$ cat src/rtl/param_up_down_counter.sv
// param_up_down_counter
//   Generic synchronous up/down counter with a programmable modulus
//   (MAX_COUNT+1), count enable, parallel load with clamping, and a choice
//   of wrap-around or saturating behaviour at the bounds.
//
// Ports
//   Clock      in   1      rising-edge clock
//   Reset      in   1      synchronous, active-high; clears count and flags
//   Enable     in   1      take one count step this cycle
//   Up_Down    in   1      step direction: 1 = up, 0 = down
//   Load       in   1      load Load_Value (clamped to MAX_COUNT); beats Enable
//   Load_Value in   WIDTH  parallel load value
//   Count      out  WIDTH  current count, registered
//   Terminal   out  1      combinational: a step in the current direction hits a bound
//   Overflow   out  1      registered one-cycle pulse after an up step taken at MAX_COUNT
//   Underflow  out  1      registered one-cycle pulse after a down step taken at 0
module param_up_down_counter #(
  parameter int unsigned WIDTH     = 4,
  parameter int unsigned MAX_COUNT = (1 << WIDTH) - 1,
  parameter bit          SATURATE  = 1'b0
) (
  input  logic             Clock,
  input  logic             Reset,
  input  logic             Enable,
  input  logic             Up_Down,
  input  logic             Load,
  input  logic [WIDTH-1:0] Load_Value,
  output logic [WIDTH-1:0] Count,
  output logic             Terminal,
  output logic             Overflow,
  output logic             Underflow
);

  // Upper bound expressed in counter width; lower bound is always zero.
  localparam logic [WIDTH-1:0] MAX_W  = WIDTH'(MAX_COUNT);
  localparam logic [WIDTH-1:0] ZERO_W = '0;
  localparam logic [WIDTH-1:0] ONE_W  = WIDTH'(1);

  logic [WIDTH-1:0] count_q;
  logic [WIDTH-1:0] count_d;
  logic             ovf_q;
  logic             ovf_d;
  logic             unf_q;
  logic             unf_d;

  logic             at_max;
  logic             at_min;
  logic [WIDTH-1:0] load_clamped;

  // Bound detection on the registered count.
  always_comb begin
    at_max = (count_q == MAX_W);
    at_min = (count_q == ZERO_W);
  end

  // Out-of-range load values snap to the top of the modulus range.
  always_comb begin
    load_clamped = (Load_Value > MAX_W) ? MAX_W : Load_Value;
  end

  // Next-state: Reset > Load > Enable > hold. Flags default low so they
  // only ever last the single cycle following the bounding step.
  always_comb begin
    count_d = count_q;
    ovf_d   = 1'b0;
    unf_d   = 1'b0;

    if (Reset) begin
      count_d = ZERO_W;
    end else if (Load) begin
      count_d = load_clamped;
    end else if (Enable) begin
      if (Up_Down) begin
        if (at_max) begin
          count_d = SATURATE ? MAX_W : ZERO_W;
          ovf_d   = 1'b1;
        end else begin
          count_d = count_q + ONE_W;
        end
      end else begin
        if (at_min) begin
          count_d = SATURATE ? ZERO_W : MAX_W;
          unf_d   = 1'b1;
        end else begin
          count_d = count_q - ONE_W;
        end
      end
    end
  end

  // State register; reset is folded into the next-state logic above.
  always_ff @(posedge Clock) begin
    count_q <= count_d;
    ovf_q   <= ovf_d;
    unf_q   <= unf_d;
  end

  // Terminal tracks the registered count and live direction, ignoring Enable.
  always_comb begin
    Terminal = Up_Down ? at_max : at_min;
  end

  assign Count     = count_q;
  assign Overflow  = ovf_q;
  assign Underflow = unf_q;

endmodule

$ cat config.mk
export PLATFORM = sky130hd
export DESIGN_NAME = param_up_down_counter
export DESIGN_NICKNAME = d
export VERILOG_FILES = /design/src/rtl/param_up_down_counter.sv
export SDC_FILE = /design/constraint.sdc
export NUM_CORES = 1
export LEC_CHECK = 0
export ABC_AREA = 1
export CAP_MARGIN = 20
export CORE_AREA = 5 5 42 44
export CTS_BUF_LIST = sky130_fd_sc_hd__clkbuf_8
export CTS_CLUSTER_DIAMETER = 120
export DETAILED_ROUTE_END_ITERATION = 6
export DIE_AREA = 0 0 47 49
export GPL_ROUTABILITY_DRIVEN = 0
export PLACE_DENSITY_LB_ADDON = 0.25
export SLEW_MARGIN = 20
export SYNTH_ARGS = -nofsm -noshare
export SYNTH_HDL_FRONTEND = slang
export SYNTH_SLANG_ARGS = --single-unit
$ cat constraint.sdc
create_clock -name Clock -period 2.2 [get_ports Clock]
set_clock_uncertainty 0.15 [all_clocks]
set_input_delay 0.22 -clock Clock [delete_from_list [all_inputs] [get_ports Clock]]
set_output_delay 0.22 -clock Clock [all_outputs]
set_load 0.03 [all_outputs]
# --- After elaboration in Yosys (flattened, before gate mapping) ---
# Cells that the tools add are included.
classes:
  n_mux: 9
  n_bitwise: 2
  n_addsub: 2
  eq_ne: 1
  reduce_logical: 4
  magnitude_cmp: 1
ops:
  columns: ["operator", "count"]
  rows:
  - ["4-bit 2-to-1 mux", 6]
  - ["4-bit OR reduction", 2]
  - ["4-bit by 1-bit adder with 4-bit output, second input constant", 1]
  - ["4-bit == test, second input constant", 1]
  - ["4-bit > comparator, second input constant", 1]
  - ["4-bit zero test", 1]
  - ["4-bit by 1-bit subtractor with 4-bit output, second input constant", 1]
  - ["1-bit 2-to-1 mux", 3]
  - ["1-bit inverter", 2]
  - ["2-bit nonzero test", 1]
totals:
  ff_bits: 6
  inputBits: 9
  out_inout_bits: 7

# --- Longest topological paths before layout ---
# Gate-level depths: netlist of run 1.
depth:
  ltp_word: 5
  mapped_depth: 8
  mapped_depth_nobuf: 8

# --- Least setup slack after synthesis of run 1 ---
# No wires, ideal clock.
synth_timing:
  path_kind: "reg-to-output"
  start: "register count_q[1] (netlist: Count[1])"
  end: "output port Terminal"
  path_slack_ns: 0.380
  stages_incl_launch_ff: 4
  arrival_time_ns: 1.450
  required_ns: 1.830
  cell_sequence: "dfxtp_1 > ha_1 > nand3_2 > o21ai_1"
synth_via:
  elab_chain_len: 2
  word_cells_on_any_way: 3
synth_lines:
  columns: ["item", "line", "rtl"]
  rows:
  - ["from (decl)", "39", "logic [WIDTH-1:0] count_q;"]
  - ["from (signal assigned)", "93", "count_q <= count_d;"]
  - ["4-bit == test / 4-bit zero test (equally long branches)", "52, 53", null]
  - ["1-bit 2-to-1 mux *", "100", "Terminal = Up_Down ? at_max : at_min;"]
  - ["to (decl)", "29", "output logic Terminal,"]
# Every way passes the cells marked *; elsewhere a longest branch is shown, timed or not.

# --- Worst setup path in the final report of run 1 ---
layout_timing:
  start: "register count_q[2] (netlist: Count[2])"
  end: "output port Count[2]"
layout_rtl:
  columns: ["item", "line", "rtl"]
  rows:
  - ["to (decl)", "28", "output logic [WIDTH-1:0] Count,"]
# No word-level cell between the ends.

==> results of run 1 <==
routing by layer:
layer | routed length (um) | GRT usage
met1 | 428 | 0.113
met2 | 463 | 0.143
met3 | 84 | 0.0554
met4 | 7 | 0.0415
met5 | 0 | 0
flip-flops by register name, summed over array words and instances (netlist names):
name,cells
Count,4
Overflow,1
Underflow,1
cell type report:
cell class	instances	area [um2]
Tap cell	16	20.0
Timing Repair Buffer	18	175
Inverter	9	33.8
Fill cell	157	773
Sequential cell	6	120
Multi-Input combinational cell	43	238
Clock buffer	3	41.3
synthesized netlist by cell type:
cell | instances | area, um2
a21oi_1 | 1 | 5.00
nand3_1 | 5 | 25.0
a31o_1 | 1 | 8.76
nor2_2 | 1 | 6.26
dfxtp_1 | 6 | 120
xor2_1 | 1 | 8.76
nor2_1 | 2 | 7.51
inv_2 | 2 | 7.51
xnor2_1 | 1 | 8.76
nor2_4 | 1 | 11.3
nor3_1 | 1 | 5.00
nand3_2 | 1 | 10.0
o21ai_1 | 1 | 5.00
buf_6 | 1 | 11.3
ha_1 | 2 | 25.0
a21oi_2 | 1 | 8.76
nor4_1 | 1 | 6.26
nand2_1 | 19 | 71.3
nand4_1 | 2 | 12.5
inv_1 | 7 | 26.3
a31oi_1 | 2 | 12.5
power by group through the flow:
| stage | registers (mW) | logic, mW | clock network (mW) |
|---|---|---|---|
| final | 0.124 | 0.107 | 0.165 |
| after global routing | 0.125 | 0.117 | 0.177 |
| after CTS | 0.124 | 0.108 | 0.171 |
| after detailed placement | 0.126 | 0.108 | 0 |
| after global placement | 0.126 | 0.108 | 0 |
| after floorplan | 0.138 | 0.0510 | 0 |
worst paths after layout:
| check | from | to | slack [ps] | depth (start not counted) |
|---|---|---|---|---|
| hold / removal | Count[2] | Overflow | 400 | 2 |
| setup / recovery | Count[2] | Count[2] | 360 | 2 |
| hold reg to reg | Count[2] | Overflow | 400 | 2 |
| setup reg to reg | Count[0] | Count[3] | 670 | 8 |
cells by family after synthesis:
family	share of synthesized area
AND/OR/NAND/NOR	0.385
buffers and inverters	0.112
AO/OA/AOI/OAI	0.0994
flip-flops	0.298
XOR/XNOR	0.0435
adder cells (fa/ha/maj)	0.0621
tightest hold or removal path: stages (launching register included):
cell     delay [ps]
dfxtp_1         340
nand3_2         100
nor4_1           50
metrics by stage:
| step | instance area, um2 | utilization | cells |
|---|---|---|---|
| after floorplan | 403 | - | 59 |
| after global placement | 584 | 0.417 | 92 |
| after detailed placement | 584 | 0.417 | 92 |
| after CTS | 626 | 0.446 | 95 |
| after global routing | 628 | 0.448 | 95 |
| final | 628 | 0.448 | 95 |
==> flow_summary_export.csv, run 1 <==
group,metric,value,unit
status,outcome,"finished clean",
power,max-vdd-ir-drop,0.000303,V
worst_setup_path,path_delay_family,"buffers and inverters",
clock_tree,path_clk_slew,40,ps
worst_setup_path,path_buf_inv,2,
sta,max_freq,543,MHz
die,pin_count,16,
clock_tree,cts_made_buffers,3,
clock_tree,clockRootBuffer,"clkbuf_8",
global_routing,antenna_found_initial,0,
worst_setup_path,start_kind,"flip-flop",
routing,firstDrtPassIters,4,
yosys,yosysWarningCount,0,
routing,drt_iter0_markers,6,
power,power_density,632,nW/um2
min_path,hold_path_class,"flip-flop to flip-flop",
sta,fin_hold_ws,395,ps
worst_setup_path,cp-end-kind,"output pin",
yosys,synth_cell_type_count,21,
cells_and_area,area_growth,55.9,%
sta,max_slew.worst_pin.slew,319,ps
worst_setup_path,worstSetupPathType,"flip-flop to output pin",
clock_tree,post_cts_buffers,0,
worst_setup_path,crit_fanout,6,
worst_setup_path,worstPathRequired,1830,ps
global_routing,grt_first_pass_wirelength,1570,um
flow_run,max_cap_viol_count,0,
die,fp-row-count,14,
global_routing,grt_use_total,0.0973,
routing,avgRoutedWirePerCell,10.3,um
die,die_h,49,um
yosys,ys_seq_area_frac,0.298,
yosys,synth_nets,70,
sta,hold_violations,0,
routing,via_per_inst,4.62,
power,seqPwrFrac,0.314,
sta,rsz0062_at_grt,"no",
worst_setup_path,worst_path_max_delay_cell,"clkdlybuf4s50_1",
sta,setup_viol,0,
clock_tree,clkLatencyLatePin,220,ps
power,swShare,0.284,
power,p_leak,0.293,nW
global_routing,grt-ovfl-total,0,
routing,wirelength,983,um
sta,tns,0,ps
cells_and_area,final_common_cell,"nand2_1",
sta,finalCriticalPeriod,1840,ps
sta,drv_slew,0,
power,p_int,284,uW
yosys,syn_inst,59,
power,power,397,uW
power,combPwrFrac,0.270,
yosys,avgSynthCellArea,6.83,um2
clock_tree,hold_buffers,0,
cells_and_area,finalNetCount,92,
power,p_sw,113,uW
die,die_area,2300,um2
cells_and_area,most-common-layout-cells,"nand2_1 (19), clkdlybuf4s50_1 (14), inv_1 (7)",
cells_and_area,diodes,0,
place,io_buffers,15,
sta,min_period_over_period,0.837,
place,dp_hpwl,786,um
global_routing,grt_pass1_vias,388,
worst_setup_path,arrival,1470,ps
worst_setup_path,max_stage_delay,670,ps
worst_setup_path,crit_chain,"buf_4, clkdlybuf4s50_1",
yosys,synth_seq_cells,6,
power,pwr-share-clk,0.416,
die,die_x,47,um
clock_tree,cts_resized,0,
cells_and_area,drive_above_1_share,0.152,
die,coreArea,1400,um2
place,preCtsSetupSlack,185,ps
routing,drcViolationCount,0,
sta,final.setup.worst_slack,359,ps
sta,max-slew-margin-rel,0.787,
routing,drtAntennaViolNets,0,
clock_tree,cts_tree,"done",
clock_tree,cts_buffer_depth,2,
clock_tree,cts-htree-levels,1,
die,start_util,0.287,
yosys,synth_area,403,um2
routing,vias,439,
clock_tree,clock-sinks,6,
global_routing,grt_max_degree,8,
Power figures use the tool's default switching activity.
==> run 2: changes to the inputs <==
==> constraint.sdc (replaced) <==
create_clock -name Clock -period 1.92 [get_ports Clock]
set_clock_uncertainty 0.15 [all_clocks]
set_input_delay 0.192 -clock Clock [delete_from_list [all_inputs] [get_ports Clock]]
set_output_delay 0.192 -clock Clock [all_outputs]
set_load 0.03 [all_outputs]
==> run 2 against run 1 <==
  * Sequential cell count unchanged
  * Power increased by 13%
  * Sequential share of layout area increased by 0.63 points
  * Critical path depth decreased by 1
  * Setup slack got worse by 240 ps
  * Non-clock buffer count decreased by 2
  * Largest cell class unchanged
  * Highest routed layer is now met3
==> flow_summary_export.csv, run 2 (same netlist as run 1, synthesis figures left out) <==
group,metric,value,unit
cells_and_area,finalNetCount,90,
sta,finalCriticalPeriod,1800,ps
worst_setup_path,path_buf_inv,1,
worst_setup_path,crit_chain,"clkdlybuf4s50_1",
routing,wirelength,1020,um
min_path,hold_path_class,"input pin to flip-flop",
cells_and_area,most-common-layout-cells,"nand2_1 (19), clkdlybuf4s50_1 (14), inv_1 (7)",
clock_tree,path_clk_slew,40,ps
clock_tree,clkLatencyLatePin,220,ps
global_routing,grt_use_met2,0.140,
sta,hold_violations,0,
global_routing,antenna_found_initial,0,
worst_setup_path,worst_path_max_delay_cell,"clkdlybuf4s50_1",
worst_setup_path,cp-end-kind,"output pin",
worst_setup_path,worstSetupPathType,"flip-flop to output pin",
sta,tns,0,ps
routing,firstDrtPassIters,5,
die,coreArea,1400,um2
place,preCtsSetupSlack,349,ps
die,pin_count,16,
sta,rsz0062_at_grt,"no",
worst_setup_path,crit_fanout,7,
clock_tree,cts_made_buffers,3,
min_path,whs_endpoint,"Count[1]",
worst_setup_path,reg2reg_from,"Count[1]",
sta,min_period_over_period,0.940,
routing,drcViolationCount,0,
worst_setup_path,worstPathRequired,1580,ps
global_routing,grt_pass1_vias,399,
clock_tree,clock-sinks,6,
min_path,min-delay-start,"Load_Value[1]",
clock_tree,post_cts_buffers,0,
die,die_x,47,um
place,io_buffers,15,
worst_setup_path,r2r_slack,380,ps
worst_setup_path,rr_worst_depth,8,
sta,drv_slew,0,
worst_setup_path,max_stage_delay,740,ps
global_routing,grt_busiest_layer,"met2",
sta,setup_viol,0,
cells_and_area,final_common_cell,"nand2_1",
worst_setup_path,path_delay_family,"buffers and inverters",
die,die_h,49,um
sta,max_slew.worst_pin.slew,326,ps
sta,max-slew-margin-rel,0.782,
clock_tree,clockRootBuffer,"clkbuf_8",
power,power_density,739,nW/um2
power,power,449,uW
cells_and_area,diodes,0,
clock_tree,cts-htree-levels,1,
global_routing,grt_use_met3,0.0332,
routing,drt_iter0_markers,10,
clock_tree,cts_resized,0,
worst_setup_path,reg2reg_to,"Count[3]",
global_routing,grt_max_degree,8,
global_routing,met1_usage,0.112,
routing,vias,440,
cells_and_area,largest_reg_flops,4,
routing,avgRoutedWirePerCell,10.9,um
clock_tree,hold_buffers,0,
routing,via_per_inst,4.73,
worst_setup_path,start_kind,"flip-flop",
power,p_leak,0.269,nW
cells_and_area,drive_above_1_share,0.143,
sta,final.setup.worst_slack,116,ps
worst_setup_path,cp.depth,1,
clock_tree,cts_tree,"done",
global_routing,grt_first_pass_wirelength,1570,um
die,die_area,2300,um2
clock_tree,cts_buffer_depth,2,
min_path,min_path_cells,3,
die,start_util,0.287,
sta,max_freq,554,MHz
worst_setup_path,arrival,1460,ps
power,max-vdd-ir-drop,0.000421,V
die,fp-row-count,14,
status,outcome,"finished clean",
routing,drtAntennaViolNets,0,
global_routing,grt-ovfl-total,0,
cells_and_area,area_growth,50.9,%
global_routing,grt_use_total,0.0923,
flow_run,max_cap_viol_count,0,
place,dp_hpwl,753,um
==> run 2: metal layers <==
metal  up-vias  routed length [um]
met5         -                   0
met4         0                   0
met3         0                  98
met2        21                 475
met1       191                 442
li1        228                   -
==> run 2: power breakdown <==
part	switching (mW)	internal, mW	leakage [nW]
Clock	0.0521	0.135	0.0216
Sequential	0.0113	0.133	0.0493
Combinational	0.0641	0.0546	0.198
==> run 2: worst max-delay path by stage <==
| stage | startpoint | end |
|---|---|---|
| CTS | Count[1] | Count[1] |
| global route | Count[1] | Terminal |
| global placement | Count[1] | Count[1] |
| detailed placement | Up_Down | Terminal |
| floorplan | Count[1] | Terminal |
| finish | Count[1] | Count[1] |
==> run 2: area by class of cell <==
class,count,area [um2]
clock buffer,3,41.3
fill,155,793
inverter,9,33.8
multi-input combinational,43,238
sequential,6,120
tap,16,20.0
timing repair buffer,16,155
==> run 2: through the flow <==
stage                     area, um2  hold WS [ps]  cells  utilization
after floorplan                 403           104     59            -
after global routing            608           451     93        0.434
after global placement          567           417     90        0.404
after detailed placement        567           412     90        0.404
after CTS                       608           408     93        0.434
final                           608           409     93        0.434
==> run 3: changes to the inputs <==
--- a/config.mk
+++ b/config.mk
@@ -6,7 +6,7 @@
 export NUM_CORES = 1
 export LEC_CHECK = 0
 export ABC_AREA = 1
-export CAP_MARGIN = 20
+export CAP_MARGIN = 5
 export CORE_AREA = 5 5 42 44
 export CTS_BUF_LIST = sky130_fd_sc_hd__clkbuf_8
 export CTS_CLUSTER_DIAMETER = 120
==> results of run 3 <==
No change in the layout: final DEF, timing and power equal those of run 2.
